===== src/rtl/regfile_pkg.sv =====
// Shared register-file definitions for the Thumb core.
//   REG_SP / REG_LR / REG_PC : architectural indices of the high registers
//   WORD_BYTES               : byte stride between consecutive words
//   pop_state_t              : state encoding of the POP/LDMIA sequencer
package regfile_pkg;

  localparam logic [3:0] REG_SP = 4'hd;
  localparam logic [3:0] REG_LR = 4'he;
  localparam logic [3:0] REG_PC = 4'hf;

  localparam int unsigned WORD_BYTES = 4;

  typedef enum logic [1:0] {
    IDLE = 2'd0,
    LOAD = 2'd1,
    FIN  = 2'd2
  } pop_state_t;

endpackage


===== src/rtl/lsb_enc.sv =====
// Lowest-set-bit encoder.
//   vec   : input bit vector (N bits)
//   idx   : index of the lowest set bit (0 when vec is all zero)
//   valid : 1 when at least one bit of vec is set
module lsb_enc #(
  parameter int N  = 8,
  parameter int IW = (N > 1) ? $clog2(N) : 1
) (
  input  logic [N-1:0]  vec,
  output logic [IW-1:0] idx,
  output logic          valid
);

  // Scan from the top down so that the lowest set bit is the last one
  // written and therefore wins.
  always_comb begin
    idx   = '0;
    valid = 1'b0;
    for (int i = N - 1; i >= 0; i--) begin
      if (vec[i]) begin
        idx   = IW'(i);
        valid = 1'b1;
      end
    end
  end

endmodule


===== src/rtl/pop_sequencer.sv =====
// POP / LDMIA multi-register load sequencer.
//
// Walks the latched register list lowest-first, issues one word read per
// register on the data-memory port and drives the register-file write port
// one cycle after each read completes. An optional PC load follows the low
// registers, and the final address can be written back through the SP port.
//
// Ports
//   clk, rst            : clock, asynchronous active-low reset
//   start_i             : one-cycle request, accepted only while idle
//   reg_list_i          : bitmap of low registers (r0..r{NREGS-1})
//   pc_bit_i            : also load PC after the low registers
//   base_i              : start address (bits [1:0] forced to 0)
//   sp_update_i         : write the final address back via the SP port
//   mem_req_o/addr_o    : word read request to data memory
//   mem_ack_i/rdata_i   : read completion and data
//   write_en_o, wr_select_o, data_o : register-file write port
//   sp_write_en_o, sp_o : SP writeback port
//   pc_we_o, pc_o       : PC load to fetch
//   busy_o              : sequencer occupied (pipeline stall)
//   done_o              : one-cycle completion pulse
//   state_o             : current FSM state (debug)
//
// Memory handshake: mem_req_o rises with mem_addr_o valid and both stay
// unchanged until the cycle in which mem_ack_i=1; that cycle completes the
// beat and mem_rdata_i is valid in it. A new request may start the very next
// cycle. An ack seen while no request is outstanding is ignored.
module pop_sequencer
  import regfile_pkg::*;
#(
  parameter int NREGS = 8
) (
  input  logic             clk,
  input  logic             rst,
  input  logic             start_i,
  input  logic [NREGS-1:0] reg_list_i,
  input  logic             pc_bit_i,
  input  logic [31:0]      base_i,
  input  logic             sp_update_i,
  output logic             mem_req_o,
  output logic [31:0]      mem_addr_o,
  input  logic             mem_ack_i,
  input  logic [31:0]      mem_rdata_i,
  output logic             write_en_o,
  output logic [3:0]       wr_select_o,
  output logic [31:0]      data_o,
  output logic             sp_write_en_o,
  output logic [31:0]      sp_o,
  output logic             pc_we_o,
  output logic [31:0]      pc_o,
  output logic             busy_o,
  output logic             done_o,
  output logic [1:0]       state_o
);

  localparam int CW = $clog2(NREGS + 2);
  localparam int IW = (NREGS > 1) ? $clog2(NREGS) : 1;
  localparam logic [NREGS-1:0] LIST_ONE = NREGS'(1);

  // Sequencer state
  pop_state_t       state_q, state_d;
  logic [NREGS-1:0] list_q, list_d;
  logic             pc_pend_q, pc_pend_d;
  logic [31:0]      addr_q, addr_d;
  logic [31:0]      base_q, base_d;
  logic             sp_upd_q, sp_upd_d;
  logic [CW-1:0]    cnt_q, cnt_d;

  // Registered outputs
  logic             mem_req_q, mem_req_d;
  logic             write_en_q, write_en_d;
  logic [3:0]       wr_sel_q, wr_sel_d;
  logic [31:0]      data_q, data_d;
  logic             pc_we_q, pc_we_d;
  logic [31:0]      pc_q, pc_d;
  logic             sp_we_q, sp_we_d;
  logic [31:0]      sp_q, sp_d;
  logic             done_q, done_d;

  // Next target register among the remaining list bits
  logic [IW-1:0]    enc_idx;
  logic             enc_valid;

  lsb_enc #(.N(NREGS), .IW(IW)) u_lsb_enc (
    .vec   (list_q),
    .idx   (enc_idx),
    .valid (enc_valid)
  );

  // Number of words the request will transfer
  logic [CW-1:0] pop_cnt;
  logic [CW-1:0] start_cnt;

  always_comb begin
    pop_cnt = '0;
    for (int i = 0; i < NREGS; i++) begin
      pop_cnt = pop_cnt + CW'(reg_list_i[i]);
    end
    start_cnt = pop_cnt + CW'(pc_bit_i);
  end

  always_comb begin
    state_d    = state_q;
    list_d     = list_q;
    pc_pend_d  = pc_pend_q;
    addr_d     = addr_q;
    base_d     = base_q;
    sp_upd_d   = sp_upd_q;
    cnt_d      = cnt_q;
    mem_req_d  = 1'b0;
    write_en_d = 1'b0;
    wr_sel_d   = wr_sel_q;
    data_d     = data_q;
    pc_we_d    = 1'b0;
    pc_d       = pc_q;
    sp_we_d    = 1'b0;
    sp_d       = sp_q;
    done_d     = 1'b0;

    case (state_q)
      IDLE: begin
        if (start_i) begin
          list_d    = reg_list_i;
          pc_pend_d = pc_bit_i;
          addr_d    = {base_i[31:2], 2'b00};
          base_d    = {base_i[31:2], 2'b00};
          sp_upd_d  = sp_update_i;
          cnt_d     = start_cnt;
          state_d   = (start_cnt != '0) ? LOAD : FIN;
        end
      end

      LOAD: begin
        if (mem_ack_i) begin
          if (enc_valid) begin
            write_en_d = 1'b1;
            wr_sel_d   = 4'(enc_idx);
            data_d     = mem_rdata_i;
            // Clearing the lowest set bit retires exactly the encoded target.
            list_d     = list_q & (list_q - LIST_ONE);
          end else begin
            // All low registers done; this beat is the PC load.
            pc_we_d   = 1'b1;
            pc_d      = mem_rdata_i;
            wr_sel_d  = REG_PC;
            pc_pend_d = 1'b0;
          end
          addr_d = addr_q + 32'(WORD_BYTES);
          if ((list_d == '0) && !pc_pend_d) begin
            state_d = FIN;
          end
        end
      end

      FIN: begin
        state_d = IDLE;
      end

      default: begin
        state_d = IDLE;
      end
    endcase

    // Outputs are registered, so they follow the state being entered.
    mem_req_d = (state_d == LOAD);
    if (state_d == FIN) begin
      done_d = 1'b1;
      if (sp_upd_d) begin
        sp_we_d = 1'b1;
        sp_d    = base_d + (32'(cnt_d) * 32'(WORD_BYTES));
      end
    end
  end

  always_ff @(posedge clk or negedge rst) begin
    if (!rst) begin
      state_q    <= IDLE;
      list_q     <= '0;
      pc_pend_q  <= 1'b0;
      addr_q     <= '0;
      base_q     <= '0;
      sp_upd_q   <= 1'b0;
      cnt_q      <= '0;
      mem_req_q  <= 1'b0;
      write_en_q <= 1'b0;
      wr_sel_q   <= '0;
      data_q     <= '0;
      pc_we_q    <= 1'b0;
      pc_q       <= '0;
      sp_we_q    <= 1'b0;
      sp_q       <= '0;
      done_q     <= 1'b0;
    end else begin
      state_q    <= state_d;
      list_q     <= list_d;
      pc_pend_q  <= pc_pend_d;
      addr_q     <= addr_d;
      base_q     <= base_d;
      sp_upd_q   <= sp_upd_d;
      cnt_q      <= cnt_d;
      mem_req_q  <= mem_req_d;
      write_en_q <= write_en_d;
      wr_sel_q   <= wr_sel_d;
      data_q     <= data_d;
      pc_we_q    <= pc_we_d;
      pc_q       <= pc_d;
      sp_we_q    <= sp_we_d;
      sp_q       <= sp_d;
      done_q     <= done_d;
    end
  end

  assign mem_req_o     = mem_req_q;
  assign mem_addr_o    = addr_q;
  assign write_en_o    = write_en_q;
  assign wr_select_o   = wr_sel_q;
  assign data_o        = data_q;
  assign sp_write_en_o = sp_we_q;
  assign sp_o          = sp_q;
  assign pc_we_o       = pc_we_q;
  assign pc_o          = pc_q;
  assign busy_o        = (state_q != IDLE);
  assign done_o        = done_q;
  assign state_o       = state_q;

endmodule


===== config.mk =====
export PLATFORM = sky130hd
export DESIGN_NAME = pop_sequencer
export DESIGN_NICKNAME = d
export VERILOG_FILES = /design/src/rtl/regfile_pkg.sv /design/src/rtl/lsb_enc.sv /design/src/rtl/pop_sequencer.sv
export SDC_FILE = /design/constraint.sdc
export NUM_CORES = 1
export LEC_CHECK = 0
export ABC_AREA = 1
export BUFFER_PORTS_ARGS = -buffer_cell sky130_fd_sc_hd__buf_4
export CORE_ASPECT_RATIO = 0.6
export CORE_UTILIZATION = 50
export DETAILED_ROUTE_END_ITERATION = 8
export PLACE_DENSITY = 0.87
export SKIP_CTS_REPAIR_TIMING = 1
export SYNTH_ARGS = -nofsm -noshare
export SYNTH_HDL_FRONTEND = slang
export SYNTH_SLANG_ARGS = --single-unit

===== constraint.sdc =====
create_clock -name clk -period 2.8 [get_ports clk]
set_clock_uncertainty 0.05 [all_clocks]
set_input_delay 0.14 -clock clk [delete_from_list [all_inputs] [get_ports clk]]
set_output_delay 0.14 -clock clk [all_outputs]
set_load 0.005 [all_outputs]

Word-level counts from Yosys, hierarchy flattened
Cells that the tools add are included.
{"block": "word_totals", "regBits": 185, "inputBits": 78, "out_inout_bits": 140, "elab_cells": 98}
{"block": "op_classes", "eq_ne": 5, "n_addsub": 11, "muxes": 52, "n_bitwise": 2, "reduce_logical": 12}
{"op": "2-to-1 mux 32 bit", "n": 4}
{"op": "case mux 32 bit (2 select lines)", "n": 1}
{"op": "2-to-1 mux 8 bit", "n": 5}
{"op": "adder 32 x 3 -> 32 bit (second input constant)", "n": 1}
{"op": "adder 32 x 6 -> 32 bit", "n": 1}
{"op": "2-to-1 mux 1 bit", "n": 24}
{"op": "2-to-1 mux 3 bit", "n": 8}
{"op": "adder 4 x 1 -> 4 bit", "n": 5}
{"op": "case mux 8 bit (2 select lines)", "n": 1}
{"op": "2-to-1 mux 4 bit", "n": 3}
{"op": "AND reduction 3 bit", "n": 3}
{"op": "AND 8 bit", "n": 1}
{"op": "zero test 8 bit", "n": 1}
{"op": "2-to-1 mux 2 bit", "n": 4}
{"op": "subtractor 8 x 1 -> 8 bit (second input constant)", "n": 1}
{"op": "adder 3 x 1 -> 4 bit", "n": 1}
{"op": "equality test 2 x 1 -> 1 bit (second input constant)", "n": 2}
{"op": "!= test 2 bit (second input constant)", "n": 2}
{"op": "case mux 2 bit (2 select lines)", "n": 1}
{"op": "AND reduction 2 bit", "n": 2}
{"op": "nonzero test 2 bit", "n": 2}
{"op": "nonzero test 4 bit", "n": 1}
{"op": "adder 2 x 1 -> 3 bit", "n": 1}
{"op": "adder 1 x 1 -> 2 bit", "n": 1}
{"op": "6 further kinds", "n": 6}

Longest topological paths before layout
{"block": "logic_depth", "depth_word": 18, "depth_mapped": 24, "depth_no_buf": 24}

By module
A second synthesis with hierarchy kept.
{"block": "unflattened", "hier_cells": 1296, "hier_area_um2": 9709.3}
{"mod": "pop_sequencer", "area_per_inst_um2": 9610.5, "seq_area_each_um2": 4579.4, "instances": 1, "cells_each": 1274}
{"mod": "lsb_enc", "area_per_inst_um2": 98.8, "seq_area_each_um2": 0.0, "instances": 1, "cells_each": 22}

Least setup slack after synthesis
OpenSTA, ideal clock, no wires.
{"block": "synth_timing", "path_type": "input to register", "startpoint": "input port reg_list_i[0]", "endpoint": "register sp_q[12] (netlist: sp_o[12])", "n_path_buf": 0, "slack_ps": -1254, "cell_stages": 21, "setup_ps": 116, "t_required_ps": 2634, "arrival_ps": 3888, "cell_sequence": "inv_1 -> fa_1 -> fa_1 -> fa_1 -> fa_1 -> inv_1 -> fa_1 -> nand2_1 -> nand2_1 -> fa_1 -> nand2_1 -> inv_1 -> nand2_1 -> nand3_1 -> nand3_2 -> inv_2 -> nand2_1 -> nor2_2 -> xor2_1 -> nand2_1 -> nand2_1"}
{"block": "synth_via", "word_cells_on_any_way": 17, "cone_classes": "add/sub: 9; eq/ne: 1; mux: 5; reduce/logical: 2"}
{"element": "start: declaration", "line_no": "pop_sequencer.sv:36", "text": "input logic [NREGS-1:0] reg_list_i,"}
{"element": "adder 1 x 1 -> 2 bit", "line_no": "pop_sequencer.sv:97", "text": "pop_cnt = pop_cnt + CW'(reg_list_i[i]);"}
{"element": "adder 2 x 1 -> 3 bit", "line_no": "pop_sequencer.sv:97"}
{"element": "adder 3 x 1 -> 4 bit", "line_no": "pop_sequencer.sv:97"}
{"element": "adder 4 x 1 -> 4 bit (4 in series)", "line_no": "pop_sequencer.sv:97"}
{"element": "adder 4 x 1 -> 4 bit", "line_no": "pop_sequencer.sv:99", "text": "start_cnt = pop_cnt + CW'(pc_bit_i);"}
{"element": "2-to-1 mux 4 bit", "line_no": "pop_sequencer.sv:122", "text": "if (start_i) begin"}
{"element": "2-to-1 mux 4 bit", "line_no": "pop_sequencer.sv:120", "text": "case (state_q)"}
{"element": "net cnt_d[1]", "line_no": "pop_sequencer.sv:67", "text": "logic [CW-1:0] cnt_q, cnt_d;"}
{"element": "adder 32 x 6 -> 32 bit", "line_no": "pop_sequencer.sv:170", "text": "sp_d = base_d + (32'(cnt_d) * 32'(WORD_BYTES));"}
{"element": "end signal: assignment", "line_no": "pop_sequencer.sv:208", "text": "sp_q <= sp_d;"}
{"element": "end: declaration", "line_no": "pop_sequencer.sv:77", "text": "logic [31:0] sp_q, sp_d;"}
The timed path passes the listed nets, and every way through them passes these cells.
A chain may end at the register's enable or synchronous reset.

Worst setup path in the final report
{"block": "layout_timing", "startpoint": "input port reg_list_i[0]", "endpoint": "register sp_q[27] (netlist: sp_o[27])"}
Same word-level chain as after synthesis.

==> qor.yml <==
sta:
  max_freq_mhz: 266
  worst_pin_slew_ns: 0.912
  fin_crit_ns: 3.76
  period_share_pct: 134
  tns_ns: -27.21
  maxSlewHeadroom_pct: 39.1
  rsz0062_at_grt: "true"
  slew_viol_final: 0
  hold_viol: 5
  hold_ws_ns: -0.0100
  setup_ws_ns: -0.958
  setup_viol: 37
global_route:
  grt_max_degree: 73
  antenna_found_initial: 0
  grt_pass1_vias: 8592
  overflow: 0
  grt_usage_pct: 29.0
  grt_pass1_wl_mm: 44.8
setup_path:
  cp-startpoint: "reg_list_i[0]"
  crit_path_frequent_cell: "nand2_1"
  crit_arrival_ns: 4.03
  critPathKind: "in2reg"
  critPathBufInv: 3
  cp_cell_sequence: "buf_8 -> inv_8 -> fa_2 -> fa_1 -> fa_1 -> fa_2 -> inv_2 -> fa_2 -> nand2_2 -> nand2_4 -> ha_4 -> nand3_2 -> nand2_2 -> nand2_2 -> nand2_4 -> nand4_1 -> nor2_4 -> nand2_1 -> nand2_1 -> nand2_1 -> nand2_1 -> nand2_1"
  worstPathRequired_ns: 3.07
  reg2reg_to: "sp_o[28]"
  critPathLaunchType: "primary input"
  path_delay_family: "adder cells"
  end_kind: "flop"
  path_max_fanout: 5
  crit_slowest_cell: "fa_2"
  cpPeakStageDelay_ns: 0.60
  rrSetupSlack_ns: 0.11
  crit_cells: 22
  r2r_cells: 20
  r2r-start: "state_o[0]"
die:
  die_width_um: 183
  die_y_um: 110
  start_util_pct: 51.3
  io_pins: 218
  die_area_um2: 20200
  core_um2: 19100
  num_rows: 39
outcome:
  status: "complete, but fails checks"
  violations: "negative hold slack, negative setup slack"
clock_tree:
  path_clk_slew_ns: 0.07
  cts_buffer_depth: 2
  clock-sinks: 183
  cts_tree: "yes"
  cts_made_buffers: 17
  clk_latency_ns: 0.43
  root_buffer: "clkbuf_16"
  cts_max_level: 4
yosys:
  yosysWarnings: 0
  syn-mean-instance-area_um2: 7.76
  synth.distinct_cells: 44
  synth_area_um2: 9790
  ys_ff_latch: 183
  yosysSeqAreaShare_pct: 46.8
  ys_top_cells_by_area: "dfrtp_1 47%, nand2_1 16%, o21ai_0 6.3%"
  synth_top_area_cell: "dfrtp_1"
  synth_top_area_share_pct: 46.8
  syn_inst: 1262
power:
  ir_worst_vdd_uv: 569
  power_leakage_nw: 6.73
  power.total_mw: 14.2
  power.density_nw_per_um2: 1080
worst_hold_path:
  hold_class: "in2reg"
  worstHoldStart: "base_i[24]"
  hold_depth: 3
  whs_endpoint: "base_q[24]"
place:
  hpwl_mm: 21.4
  dp_cells: 1731
  io_buffers: 213
  place_area_um2: 11800
  finalWeightedCongestion: 0.976
final_layout:
  drive_gt1_share_pct: 26.8
  n_antenna_cell: 0
  stdcell_area_um2: 13200
  synthToLayoutAreaGrowth_pct: 34.5
  final_util_pct: 69.0
  final_common_cell: "nand2_1"
  fin_nets: 1629
  layout_common_cells: "390 x nand2_1, 251 x buf_4, 183 x dfrtp_1"
  stdcell_count: 1815
route:
  drt_iter0_markers: 910
  antenna_left: 0
  drc: 0
  wirelength_mm: 30.3
  dr.pass1.iters: 6
  wl_per_cell_um: 16.7
  viasPerCell: 5.32
  vias: 9648
run:
  cap_violations: 0
registers in the layout, indices dropped and copies added (netlist names), 2 cells and up:
name         count
data_o          32
cnt_q            4
base_q          32
state_o          2
mem_addr_o      30
list_q           8
pc_o            32
sp_o            32
wr_select_o      4
logic make-up (layout without fill, tap and decap cells):
kind of cell	Yosys count	after routing	synth area share, %
xor+xnor	14	14	1.25
buf+inv	193	479	8.68
other cells	1	2	0.0383
simple gates	686	686	31.5
compound gates	172	172	9.61
fa+ha+maj	13	13	2.12
flops	183	183	46.8
Yosys cell counts, drive strengths merged:
| master | n |
|---|---|
| a21boi | 2 |
| a21oi | 15 |
| a22oi | 3 |
| a2bb2oi | 1 |
| a31oi | 1 |
| and2 | 2 |
| buf | 28 |
| clkbuf | 22 |
| clkinv | 1 |
| conb | 1 |
| dfrtp | 183 |
| fa | 6 |
| ha | 7 |
| inv | 142 |
| nand2 | 443 |
| nand3 | 90 |
| nand3b | 16 |
| nand4 | 16 |
| nor2 | 94 |
| nor3 | 13 |
| nor3b | 1 |
| nor4 | 3 |
| o211ai | 13 |
| o21ai | 130 |
| o22ai | 6 |
| o311ai | 1 |
| or2 | 8 |
| xnor2 | 3 |
| xor2 | 11 |
metal layers:
layer / track usage (%) / up-vias / wire length, µm / part of all wire [%]
li1: - / 4566 / - / -
met3: 6.01 / 33 / 2580 / 8.5
met2: 43.8 / 425 / 13400 / 44
met4: 8.34 / 0 / 510 / 1.7
met5: 0 / - / 0 / 0
met1: 42.1 / 4624 / 13800 / 45
worst max-delay path by stage:
stage               endpoint  slack [ns]
floorplan           sp_o[27]       -1.07
global placement    sp_o[27]       -1.45
detailed placement  sp_o[17]       -1.53
CTS                 sp_o[17]       -1.10
global route        sp_o[27]       -1.07
finish              sp_o[27]       -0.96
through the flow:
step / setup slack, ns / hold WS, ns
CTS: -1.10 / -0.300
finish: -0.958 / -0.0100
global placement: -1.45 / 0.153
floorplan: -1.07 / -0.206
global route: -1.07 / 0.00202
detailed placement: -1.53 / 0.162
layout make-up:
type                       instances  area, µm²
clock buffer                      19        443
clock inverter                    11        141
fill                            1452       5910
inverter                         143        554
multi-input combinational        887       4610
sequential                       183       4580
tap                              266        333
timing repair buffer             306       2500
worst min-delay path: cells and delay by family:
kind                   cells  cell delay, ns
buffers and inverters      1            0.10
AND/OR/NAND/NOR            2            0.18
where the power goes:
group / leakage, nW / switching (mW) / internal, mW
Clock: 0.283 / 1.08 / 1.35
Sequential: 2.32 / 0.924 / 3.85
Combinational: 4.13 / 3.98 / 2.98
No activity file was read; power rests on OpenSTA's default activity.
